File: src/rtl/lap_mem_arbiter_pkg.sv
// Shared definitions for the lap-record RAM arbiter: FSM encoding and the
// default geometry agreed with the stopwatch core.
package lap_mem_arbiter_pkg;

   localparam int LAP_AW = 10;
   localparam int LAP_DW = 12;

   typedef enum logic [1:0] {
      ST_IDLE  = 2'd0,
      ST_WRITE = 2'd1,
      ST_READ  = 2'd2,
      ST_RWAIT = 2'd3
   } arb_state_e;

endpackage

File: src/rtl/lap_mem_arbiter_ring.sv
// Circular-buffer bookkeeping for the lap RAM: write pointer, saturating
// occupancy count, full flag and sticky overflow.
module lap_mem_arbiter_ring
   import lap_mem_arbiter_pkg::*;
#(
   parameter int AW = LAP_AW
) (
   input  logic          clk_i,
   input  logic          rst_ni,
   input  logic          clear_i,
   input  logic          adv_i,
   input  logic          inc_i,
   input  logic          ovf_set_i,
   output logic [AW-1:0] wr_ptr_o,
   output logic [AW:0]   lap_count_o,
   output logic          full_o,
   output logic          ovf_o
);

   localparam logic [AW:0] DEPTH = {1'b1, {AW{1'b0}}};

   logic [AW-1:0] wr_ptr_q, wr_ptr_d;
   logic [AW:0]   count_q, count_d;
   logic          ovf_q, ovf_d;

   always_ff @(posedge clk_i or negedge rst_ni) begin
      if (!rst_ni) begin
         wr_ptr_q <= '0;
         count_q  <= '0;
         ovf_q    <= 1'b0;
      end else begin
         wr_ptr_q <= wr_ptr_d;
         count_q  <= count_d;
         ovf_q    <= ovf_d;
      end
   end

   always_comb begin
      wr_ptr_d = wr_ptr_q;
      count_d  = count_q;
      ovf_d    = ovf_q;
      if (clear_i) begin
         wr_ptr_d = '0;
         count_d  = '0;
         ovf_d    = 1'b0;
      end else begin
         // Pointer wraps naturally at 2**AW; the count saturates at DEPTH.
         if (adv_i)
            wr_ptr_d = wr_ptr_q + AW'(1);
         if (inc_i && (count_q != DEPTH))
            count_d = count_q + (AW+1)'(1);
         if (ovf_set_i)
            ovf_d = 1'b1;
      end
   end

   assign wr_ptr_o    = wr_ptr_q;
   assign lap_count_o = count_q;
   assign full_o      = (count_q == DEPTH);
   assign ovf_o       = ovf_q;

endmodule

File: src/rtl/lap_mem_arbiter.sv
// Single-port lap RAM arbiter: alternating writer/reader grants, circular
// buffer of recent laps, reads addressed by recency (0 = newest).
module lap_mem_arbiter
   import lap_mem_arbiter_pkg::*;
#(
   parameter int AW        = LAP_AW,
   parameter int DW        = LAP_DW,
   parameter bit OVERWRITE = 1'b1
) (
   input  logic          clk,
   input  logic          rst,
   input  logic          wr_req,
   input  logic [DW-1:0] wr_data,
   output logic          wr_ack,
   output logic          wr_drop,
   input  logic          rd_req,
   input  logic [AW-1:0] rd_idx,
   output logic          rd_ack,
   output logic [DW-1:0] rd_data,
   output logic          rd_err,
   input  logic          clr,
   output logic          mem_we,
   output logic [AW-1:0] mem_addr,
   output logic [DW-1:0] mem_wdata,
   input  logic [DW-1:0] mem_rdata,
   output logic [AW:0]   lap_count,
   output logic          full,
   output logic          ovf
);

   arb_state_e    state_q, state_d;
   logic          clr_pend_q, clr_pend_d;
   logic          last_wr_q, last_wr_d;
   logic [AW-1:0] mem_addr_q, mem_addr_d;
   logic [DW-1:0] mem_wdata_q, mem_wdata_d;
   logic [DW-1:0] rd_data_q, rd_data_d;

   logic [AW-1:0] wr_ptr;
   logic          ring_clear, ring_adv, ring_inc, ring_ovf_set;
   logic          clr_eff, drop_now, rd_oor;
   logic [AW-1:0] rd_addr;

   assign clr_eff  = clr | clr_pend_q;
   assign drop_now = full & ~OVERWRITE;
   assign rd_oor   = ({1'b0, rd_idx} >= lap_count);
   assign rd_addr  = wr_ptr - AW'(1) - rd_idx;

   lap_mem_arbiter_ring #(.AW(AW)) u_ring (
      .clk_i       (clk),
      .rst_ni      (rst),
      .clear_i     (ring_clear),
      .adv_i       (ring_adv),
      .inc_i       (ring_inc),
      .ovf_set_i   (ring_ovf_set),
      .wr_ptr_o    (wr_ptr),
      .lap_count_o (lap_count),
      .full_o      (full),
      .ovf_o       (ovf)
   );

   always_ff @(posedge clk or negedge rst) begin
      if (!rst) begin
         state_q     <= ST_IDLE;
         clr_pend_q  <= 1'b0;
         last_wr_q   <= 1'b0;
         mem_addr_q  <= '0;
         mem_wdata_q <= '0;
         rd_data_q   <= '0;
      end else begin
         state_q     <= state_d;
         clr_pend_q  <= clr_pend_d;
         last_wr_q   <= last_wr_d;
         mem_addr_q  <= mem_addr_d;
         mem_wdata_q <= mem_wdata_d;
         rd_data_q   <= rd_data_d;
      end
   end

   always_comb begin
      state_d     = state_q;
      clr_pend_d  = clr_pend_q | clr;
      last_wr_d   = last_wr_q;
      mem_addr_d  = mem_addr_q;
      mem_wdata_d = mem_wdata_q;
      rd_data_d   = rd_data_q;
      case (state_q)
         ST_IDLE: begin
            if (clr_eff) begin
               clr_pend_d = 1'b0;
               last_wr_d  = 1'b0;
            // After a write grant a waiting reader goes first once.
            end else if (wr_req && !(last_wr_q && rd_req)) begin
               state_d   = ST_WRITE;
               last_wr_d = 1'b1;
               if (!drop_now) begin
                  mem_addr_d  = wr_ptr;
                  mem_wdata_d = wr_data;
               end
            end else if (rd_req) begin
               state_d   = ST_READ;
               last_wr_d = 1'b0;
               if (!rd_oor)
                  mem_addr_d = rd_addr;
            end
         end
         ST_WRITE: state_d = ST_IDLE;
         ST_READ: begin
            if (rd_oor) begin
               state_d   = ST_IDLE;
               rd_data_d = '0;
            end else begin
               state_d = ST_RWAIT;
            end
         end
         ST_RWAIT: begin
            state_d   = ST_IDLE;
            rd_data_d = mem_rdata;
         end
         default: state_d = ST_IDLE;
      endcase
   end

   always_comb begin
      wr_ack       = (state_q == ST_WRITE);
      wr_drop      = (state_q == ST_WRITE) && drop_now;
      mem_we       = (state_q == ST_WRITE) && !drop_now;
      rd_err       = (state_q == ST_READ) && rd_oor;
      rd_ack       = rd_err || (state_q == ST_RWAIT);
      ring_clear   = (state_q == ST_IDLE) && clr_eff;
      ring_adv     = (state_q == ST_WRITE) && !drop_now;
      ring_inc     = (state_q == ST_WRITE) && !full;
      ring_ovf_set = (state_q == ST_WRITE) && full;
      // RAM data is forwarded during the ack cycle, then held in rd_data_q.
      if (state_q == ST_RWAIT)
         rd_data = mem_rdata;
      else if (rd_err)
         rd_data = '0;
      else
         rd_data = rd_data_q;
   end

   assign mem_addr  = mem_addr_q;
   assign mem_wdata = mem_wdata_q;

endmodule
File: config.mk
export PLATFORM = sky130hd
export DESIGN_NAME = lap_mem_arbiter
export DESIGN_NICKNAME = d
export VERILOG_FILES = /design/src/rtl/lap_mem_arbiter_pkg.sv /design/src/rtl/lap_mem_arbiter_ring.sv /design/src/rtl/lap_mem_arbiter.sv
export SDC_FILE = /design/constraint.sdc
export NUM_CORES = 1
export LEC_CHECK = 0
export CAP_MARGIN = 20
export CORE_ASPECT_RATIO = 1.1
export CORE_MARGIN = 3
export CORE_UTILIZATION = 53
export CTS_CLUSTER_SIZE = 30
export DETAILED_ROUTE_END_ITERATION = 12
export PLACE_DENSITY = 0.86
export SETUP_SLACK_MARGIN = 0.4
export SLEW_MARGIN = 10
export SYNTH_ARGS = -nofsm -noshare
export SYNTH_HDL_FRONTEND = slang
export SYNTH_SLANG_ARGS = --single-unit
File: constraint.sdc
create_clock -name clk -period 5.85 [get_ports clk]
set_input_delay 1.17 -clock clk [delete_from_list [all_inputs] [get_ports clk]]
set_output_delay 1.17 -clock clk [all_outputs]
set_load 0.01 [all_outputs]
Yosys cells after proc, flatten, opt, wreduce, memory -nomap -nowiden
Index checks and enable logic that the tools add are counted.
{ "totals": {"elab_cells": 70, "input_bits": 39, "output_inout_bits": 52, "register_bits": 60} }
{ "op_classes": {"bitwise_logic": 2, "reduce_logical": 23, "n_mux": 22, "magnitude_cmp": 1, "eq_ne": 9, "n_addsub": 4} }
{ "op_table": {"columns": ["cell", "n"], "rows": [
  ["10-bit 2-to-1 mux", 5],
  ["12-bit 2-to-1 mux", 3],
  ["12-bit one-hot mux with 2 select lines", 1],
  ["11-bit 2-to-1 mux", 2],
  ["11-bit by 1-bit adder with 11-bit output, second input constant", 1],
  ["11-bit == test, second input constant", 1],
  ["10-bit by 11-bit greater-or-equal comparator with 1-bit output", 1],
  ["11-bit != test, second input constant", 1],
  ["10-bit by 1-bit adder with 10-bit output, second input constant", 1],
  ["2-bit nonzero test", 5],
  ["10-bit by 1-bit subtractor with 10-bit output, second input constant", 1],
  ["10-bit subtractor", 1],
  ["2-bit 2-to-1 mux", 4],
  ["1-bit logical AND", 7],
  ["1-bit 2-to-1 mux", 6],
  ["2-bit one-hot mux with 3 select lines", 1],
  ["2-bit AND reduction", 3],
  ["2-bit == test, second input constant", 2],
  ["2-bit != test, second input constant", 2],
  ["4-bit AND reduction", 1],
  ["3-bit != test, second input constant", 1],
  ["3-bit AND reduction", 1],
  ["3-bit nonzero test", 1],
  ["2-bit by 1-bit == test with 1-bit output, second input constant", 1],
  ["7 further kinds", 8]
]} }

Logic depth before layout (Yosys ltp)
Gate-level depths: netlist of run 1.
{ "logic_depth": {"ltp_word": 6, "ltp_mapped": 10, "depth_no_buf": 10} }

Modules after synthesis
From an unflattened synthesis of run 1, not the netlist that was laid out.
{ "hier_totals": {"cells_unflattened": 379, "area_unflattened_um2": 3719.8} }
{ "modules_own_cells": {"columns": ["mod", "n_inst", "cells_per_inst", "seq_area_each_um2", "area_each_um2"], "rows": [
  ["lap_mem_arbiter", 1, 255, 950.9, 2527.4],
  ["lap_mem_arbiter_ring", 1, 124, 550.5, 1192.4]
]} }

Worst setup path after synthesis of run 1
OpenSTA, ideal clock, no wires.
{ "synth_timing": {"path_kind": "input to output", "start": "input rd_idx[8]", "end": "output rd_data[0]", "path_stages": 7, "required_ps": 4680, "t_arrival_ps": 2627, "setup_slack_ps": 2053, "path_buffers": 1, "cell_sequence": "ha_1 -> a21o_1 -> a221oi_2 -> a21oi_2 -> o21ai_4 -> buf_6 -> a22o_1"} }
{ "synth_via": {"elab_chain_cells": 4} }
{ "synth_rtl": {"columns": ["item", "line", "rtl"], "rows": [
  ["start: declaration", "lap_mem_arbiter.sv:17", "input logic [AW-1:0] rd_idx,"],
  ["10-bit by 11-bit greater-or-equal comparator with 1-bit output", "lap_mem_arbiter.sv:45", "assign rd_oor = ({1'b0, rd_idx} >= lap_count);"],
  ["1-bit logical AND", "lap_mem_arbiter.sv:127", "rd_err = (state_q == ST_READ) && rd_oor;"],
  ["12-bit 2-to-1 mux", "lap_mem_arbiter.sv:136", "else if (rd_err)"],
  ["12-bit 2-to-1 mux", "lap_mem_arbiter.sv:134", "if (state_q == ST_RWAIT)"],
  ["end: declaration", "lap_mem_arbiter.sv:19", "output logic [DW-1:0] rd_data,"]
]} }
Every way passes these cells.

Worst setup path after layout of run 1
{ "layout_timing": {"start": "input rd_idx[9]", "end": "output rd_data[4]"} }
Same word-level chain as after synthesis.

==> results of run 1 <==
state kept, by name, indices dropped and copies added (netlist names):
name,cells
u_ring.ovf_o,1
clr_pend_q,1
u_ring.lap_count_o,11
u_ring.wr_ptr_o,10
rd_data_q,12
state_q,2
last_wr_q,1
mem_wdata,12
mem_addr,10
synth_stat cells, types with 2 or more instances:
cell	number
a211oi_1	3
a21o_1	2
a21oi_1	8
a22o_1	25
a31oi_1	2
and3_1	2
and4_1	2
buf_2	2
buf_4	3
buf_6	2
clkbuf_1	4
dfrtp_1	60
ha_1	22
inv_1	27
mux2_1	2
mux2_2	19
mux2i_1	2
nand2_1	25
nand2b_1	2
nand3_1	17
nand4_1	6
nor2_1	18
nor2b_1	3
nor3_1	6
nor3b_1	2
nor4_1	5
o21a_1	3
o21ai_0	25
o21ai_1	3
o31ai_1	4
xnor2_1	10
xor2_1	5
layout make-up:
type	count	area (um^2)
sequential	60	1500
fill	464	1660
timing repair buffer	93	920
multi-input combinational	243	1790
tap	80	100
clock buffer	9	124
inverter	27	101
clock inverter	7	75.1
worst register-to-register path: stages (launching register included):
cell	delay, ns
dfrtp_1	0.42
inv_1	0.11
ha_1	0.31
a21oi_1	0.13
o21ai_0	0.12
a221oi_2	0.33
a211oi_2	0.15
nor2_4	0.33
mux2_2	0.39
logic make-up (layout without fill, tap and decap cells):
group	Yosys count	in the layout	synth area share [%]
AND/OR/NAND/NOR	98	98	14.9
AO/OA/AOI/OAI	83	83	17.0
flip-flops	60	60	43.4
buffers and inverters	38	136	4.95
adder cells (fa/ha/maj)	23	23	8.53
multiplexers	23	23	7.41
XOR/XNOR	15	15	3.79
other	1	1	0.108
worst paths after layout:
path | start | to | slack (ns)
worst max-delay path | rd_idx[9] | rd_data[4] | 0.83
worst min-delay path | mem_wdata[3] | mem_wdata[3] | 0.50
worst max register to register | u_ring.lap_count_o[2] | mem_addr[6] | 3.46
worst min register to register | mem_wdata[3] | mem_wdata[3] | 0.50
max in group asynchronous | rst | u_ring.lap_count_o[9] | 4.36
min in group asynchronous | rst | rd_data_q[6] | 0.98
power groups by stage:
stage          clock network (mW)  registers, mW  logic (mW)
2_1_floorplan                   0          0.626       0.244
3_3_place_gp                    0          0.599       0.553
3_5_place_dp                    0          0.605       0.570
4_1_cts                     0.382          0.599       0.576
5_1_grt                     0.404          0.613       0.617
6_report                    0.377          0.598       0.570
per-stage QoR:
| step | hold slack, ns | area, um^2 | std cells | utilization [%] |
|---|---|---|---|---|
| after CTS | 0.499 | 4600 | 518 | 73.4 |
| after global placement | 0.473 | 4400 | 502 | 70.2 |
| after global routing | 0.521 | 4610 | 519 | 73.6 |
| after floorplan | 0.467 | 3460 | 341 | - |
| final | 0.495 | 4610 | 519 | 73.6 |
| after detailed placement | 0.481 | 4400 | 502 | 70.2 |
routing by layer:
layer  routed length [um]  up-vias
met1                 3540     1416
met3                  359       18
met2                 4470       88
met4                  160        0
met5                    0        -
li1                     -     1413
layout by cell type, fill, tap and decap left out, types with 2 or more instances in the layout:
master           count
nand2_1             25
nor3_1               6
nor2_1              18
nand4_1              6
o21ai_1              3
buf_4                3
a22o_1              25
clkdlybuf4s50_1     88
o21ai_0             25
a21oi_1              8
nor2b_1              3
a211oi_1             3
clkinvlp_4           3
ha_1                22
mux2_1               2
a21o_1               2
clkbuf_8             9
xnor2_1             10
xor2_1               5
o31ai_1              4
dfrtp_1             60
mux2i_1              2
o21a_1               3
nor3b_1              2
and4_1               2
nand2b_1             2
nand3_1             17
inv_6                2
a31oi_1              2
nor4_1               5
and3_1               2
inv_1               27
mux2_2              19
==> impl_metrics.json, run 1 <==
{
  "run_status": "completed",
  "ys_seq_area_share_pct": 43.4,
  "ir_worst_vdd_v": 0.000266,
  "routed_wl_mm": 8.53,
  "via_per_inst": 5.66,
  "whs_path_depth": 1,
  "syn-num-nets": 403,
  "fmax_ghz": 0.199,
  "cts_buffers": 9,
  "cp-start-kind": "input port",
  "critical_path_cell_count": 9,
  "syn_to_final_growth_pct": 33.2,
  "row_count": 30,
  "required_ns": 4.68,
  "intPower_mw": 1.05,
  "grt_overflow_total": 0,
  "die_h_um": 90.8,
  "ys_warn_count": 0,
  "p_sw_mw": 0.493,
  "grt_max_degree": 61,
  "portBuffers": 89,
  "ant_nets": 0,
  "htreeDepth": 3,
  "coreArea_mm2": 0.00627,
  "ys_top_cells_by_area": "dfrtp_1 43%, ha_1 7.9%, a22o_1 6.3%",
  "slew-limit-headroom_pct": 41.2,
  "cp_num_buf_inv": 2,
  "track_usage_pct": 23.0,
  "drt_iter0_drc": 126,
  "cp-end-kind": "output port",
  "post-synth-top-area-cell": "dfrtp_1",
  "syn_inst": 341,
  "pin_count": 91,
  "first_pass_iters": 4,
  "cts_hold_buf": 0,
  "fin_ws_ns": 0.826,
  "cts_tree": "done",
  "cts_sinks": 60,
  "skew_ns": 0.0114,
  "setup_viol": 0,
  "antenna_found_initial": 0,
  "hp-class": "register to register",
  "synthDominantCellAreaShare_pct": 43.4,
  "layout-drive-gt1-share_pct": 11.4,
  "initial_core_util_pct": 55.2,
  "worst_slew_pin_slew_ns": 0.877,
  "grt_pass1_vias": 2979,
  "crit_top_cell": "clkdlybuf4s50_1",
  "power_frac_seq_pct": 38.7,
  "power_density_mw_per_mm2": 335,
  "ys_seq_elements": 60,
  "synth_edf_count": 0,
  "cpLargestDelayFamily": "buffers and inverters",
  "clk_pin_slew_ns": 0.08,
  "clk_latency_ns": 0.34,
  "postSynthAreaPerCell_um2": 10.2,
  "cts_resized": 0,
  "busiest_layer": "met2",
  "switching_share_pct": 31.9,
  "nNetsFinal": 496,
  "yosys.cell_types.count": 52,
  "grt_setup_unrepaired": "false",
  "slew_viol_final": 0,
  "p_comb_share_pct": 36.9,
  "dieWidth_um": 83.1,
  "pwr-share-clk_pct": 24.4,
  "die_area_mm2": 0.00754,
  "leakagePower_nw": 1.99,
  "setup_tns_ns": 0,
  "grt_use_met1_pct": 28.7,
  "synth-async-reset-ratio_pct": 100,
  "dp_worst_setup_slack_ns": 0.830,
  "maxCapViolations": 0,
  "dp_hpwl_mm": 6.41,
  "cts_root_buffer": "clkbuf_8",
  "hold_viol_final": 0,
  "arrival_ns": 3.85,
  "critPathMaxStageDelay_ns": 0.56,
  "rr_worst_depth": 8,
  "route.detailed.drc": 0,
  "path_cells": "clkdlybuf4s50_1 > ha_1 > nand3_1 > nor3_2 > a221oi_2 > a21oi_2 > o21ai_4 > a22o_1 > clkdlybuf4s50_1",
  "grt_pass1_wl_mm": 14.1,
  "synthFlopType": "dfrtp_1",
  "wire_per_inst_um": 16.4,
  "syn_area_mm2": 0.00346,
  "critical_path_class": "input port to output port",
  "crit_fanout": 16,
  "total_power_mw": 1.54,
  "vias": 2935,
  "slowest_stage": "clkdlybuf4s50_1",
  "fin_crit_sh_pct": 85.9,
  "clockBufferDepth": 2,
  "routabilityCongestion": 0.918,
  "diodes": 0,
  "gr-usage-met2_pct": 40.0,
  "post-route-min-period_ns": 5.02,
  "use_met3_pct": 2.83,
  "post-cts-setup-buffers": 0
}
(Power assumes the default switching activity.)
==> run 2: changes to the inputs <==
Settings changed: CORE_MARGIN 3 to unset, CORE_UTILIZATION 53 to 62, DONT_BUFFER_PORTS set to 1, PLACE_DENSITY 0.86 to 0.78.
==> run 2 against run 1 <==
- critical path depth down 2
- clock power down 5%
- register-to-register slack worse by 0.09 ns
- worst setup slack better by 0.88 ns
- cell count down 18%
- final area down 20%
- largest power group unchanged
==> impl_metrics.json, run 2 (same netlist as run 1, synthesis figures left out) <==
{
  "wire_per_inst_um": 17.1,
  "slew_viol_final": 0,
  "crit_fanout": 25,
  "coreArea_mm2": 0.00540,
  "r2r-start": "u_ring.lap_count_o[2]",
  "nNetsFinal": 405,
  "fin_crit_sh_pct": 70.9,
  "cts_resized": 0,
  "initial_core_util_pct": 64.2,
  "timing.rr.end": "mem_addr[9]",
  "hp-class": "register to register",
  "critical_path_class": "input port to output port",
  "route.detailed.drc": 0,
  "drt_iter0_drc": 157,
  "min_from": "rd_data_q[6]",
  "die_area_mm2": 0.00589,
  "placed_area_mm2": 0.00349,
  "grt_pass1_wl_mm": 11.4,
  "worst-r2r-setup-slack_ns": 3.37,
  "stdcell_count": 423,
  "post-cts-setup-buffers": 0,
  "cts_root_buffer": "clkbuf_8",
  "dieWidth_um": 73.3,
  "setup_viol": 0,
  "total_power_mw": 1.28,
  "final_common_cell": "dfrtp_1",
  "p_comb_share_pct": 22.2,
  "syn_to_final_growth_pct": 6.79,
  "htreeDepth": 3,
  "run_status": "completed",
  "p_sw_mw": 0.424,
  "postLayoutCoreUtil_pct": 68.6,
  "fin_area_mm2": 0.00370,
  "clockBufferDepth": 2,
  "grt_overflow_total": 0,
  "routed_wl_mm": 7.23,
  "fmax_ghz": 0.241,
  "hold_end": "rd_data_q[6]",
  "critPathMaxStageDelay_ns": 0.49,
  "layout-drive-gt1-share_pct": 13.2,
  "rr_worst_depth": 8,
  "cts_hold_buf": 0,
  "skew_ns": 0.0112,
  "final_cell_mix": "60 x dfrtp_1, 27 x inv_1, 25 x nand2_1, 25 x o21ai_0, 25 x a22o_1",
  "cp-start-kind": "input port",
  "cp-end-kind": "output port",
  "cts_buffers": 9,
  "intPower_mw": 0.860,
  "portBuffers": 0,
  "die_h_um": 80.4,
  "setup_tns_ns": 0,
  "grt_pass1_vias": 2518,
  "routabilityCongestion": 0.918,
  "track_usage_pct": 26.0,
  "worst_slew_pin_slew_ns": 0.895,
  "leakagePower_nw": 1.65,
  "grt_max_degree": 61,
  "power_density_mw_per_mm2": 347,
  "hold_viol_final": 0,
  "slowest_stage": "o21ai_4",
  "clk_latency_ns": 0.33,
  "placed_cells": 406,
  "dp_hpwl_mm": 5.32,
  "path_cells": "ha_1 > a21oi_1 > o21ai_0 > a221oi_2 > a21oi_2 > o21ai_4 > a22o_1",
  "switching_share_pct": 33.0,
  "grt_setup_unrepaired": "false",
  "maxCapViolations": 0,
  "slew-limit-headroom_pct": 39.9,
  "cts_sinks": 60,
  "pwr-share-clk_pct": 28.0,
  "antenna_found_initial": 0,
  "ant_nets": 0,
  "vias": 2624,
  "ir_worst_vdd_v": 0.000254,
  "row_count": 28,
  "cts_tree": "done",
  "diodes": 0,
  "whs_path_depth": 1,
  "power_frac_seq_pct": 49.9,
  "first_pass_iters": 4,
  "pin_count": 91,
  "clk_pin_slew_ns": 0.06,
  "arrival_ns": 2.97,
  "via_per_inst": 6.20,
  "post-route-min-period_ns": 4.14,
  "required_ns": 4.68
}
run 2: changes by cell type in the layout (fill, tap and decap cells not counted):
cell and delta:
clkdlybuf4s50_1 -88, buf_4 -2, clkinv_4 +2, clkinvlp_4 -2, inv_6 -2, buf_2 -1, clkbuf_1 +1, clkinv_2 +1
run 2: stage by stage:
| stage | hold slack (ns) | worst slack (ns) |
|---|---|---|
| global placement | 0.485 | 1.77 |
| floorplan | 0.467 | 2.05 |
| global route | 0.514 | 1.52 |
| finish | 0.500 | 1.71 |
| CTS | 0.506 | 1.72 |
| detailed placement | 0.484 | 1.72 |
run 2: worst max path at each step:
stage          cells after the start      start         end  slack, ns
2_1_floorplan                      7  rd_idx[8]  rd_data[0]       2.05
3_3_place_gp                       8  rd_idx[0]  rd_data[0]       1.77
3_5_place_dp                       7  rd_idx[2]  rd_data[9]       1.72
4_1_cts                            8  rd_idx[0]  rd_data[9]       1.72
5_1_grt                            8  rd_idx[0]  rd_data[3]       1.52
6_report                           7  rd_idx[2]  rd_data[9]       1.71
run 2: power by group through the flow:
stage	Sequential (mW)	Combinational (mW)	Clock, mW
global route	0.657	0.320	0.387
finish	0.640	0.285	0.359
detailed placement	0.650	0.283	0
global placement	0.646	0.273	0
floorplan	0.626	0.244	0
CTS	0.643	0.286	0.367
run 2: metal layers:
| metal | GRT usage (%) | wire length [um] | vias to the layer above |
|---|---|---|---|
| met3 | 5.27 | 373 | 14 |
| met4 | 12.0 | 115 | 0 |
| met1 | 33.1 | 3190 | 1297 |
| met2 | 42.2 | 3560 | 81 |
| met5 | 0 | 0 | - |
| li1 | - | - | 1232 |
run 2: worst max-delay path, delay by kind of cell:
family	cells	cell delay, ns
adders and majority gates	1	0.29
AOI/OAI and AO/OA	6	1.51
run 2: final cells by class:
class,instances,area [um^2]
Clock buffer,10,128
Sequential cell,60,1500
Timing Repair Buffer,2,18.8
Tap cell,75,93.8
Fill cell,457,1700
Clock inverter,6,65.1
Inverter,27,101
Multi-Input combinational cell,243,1790
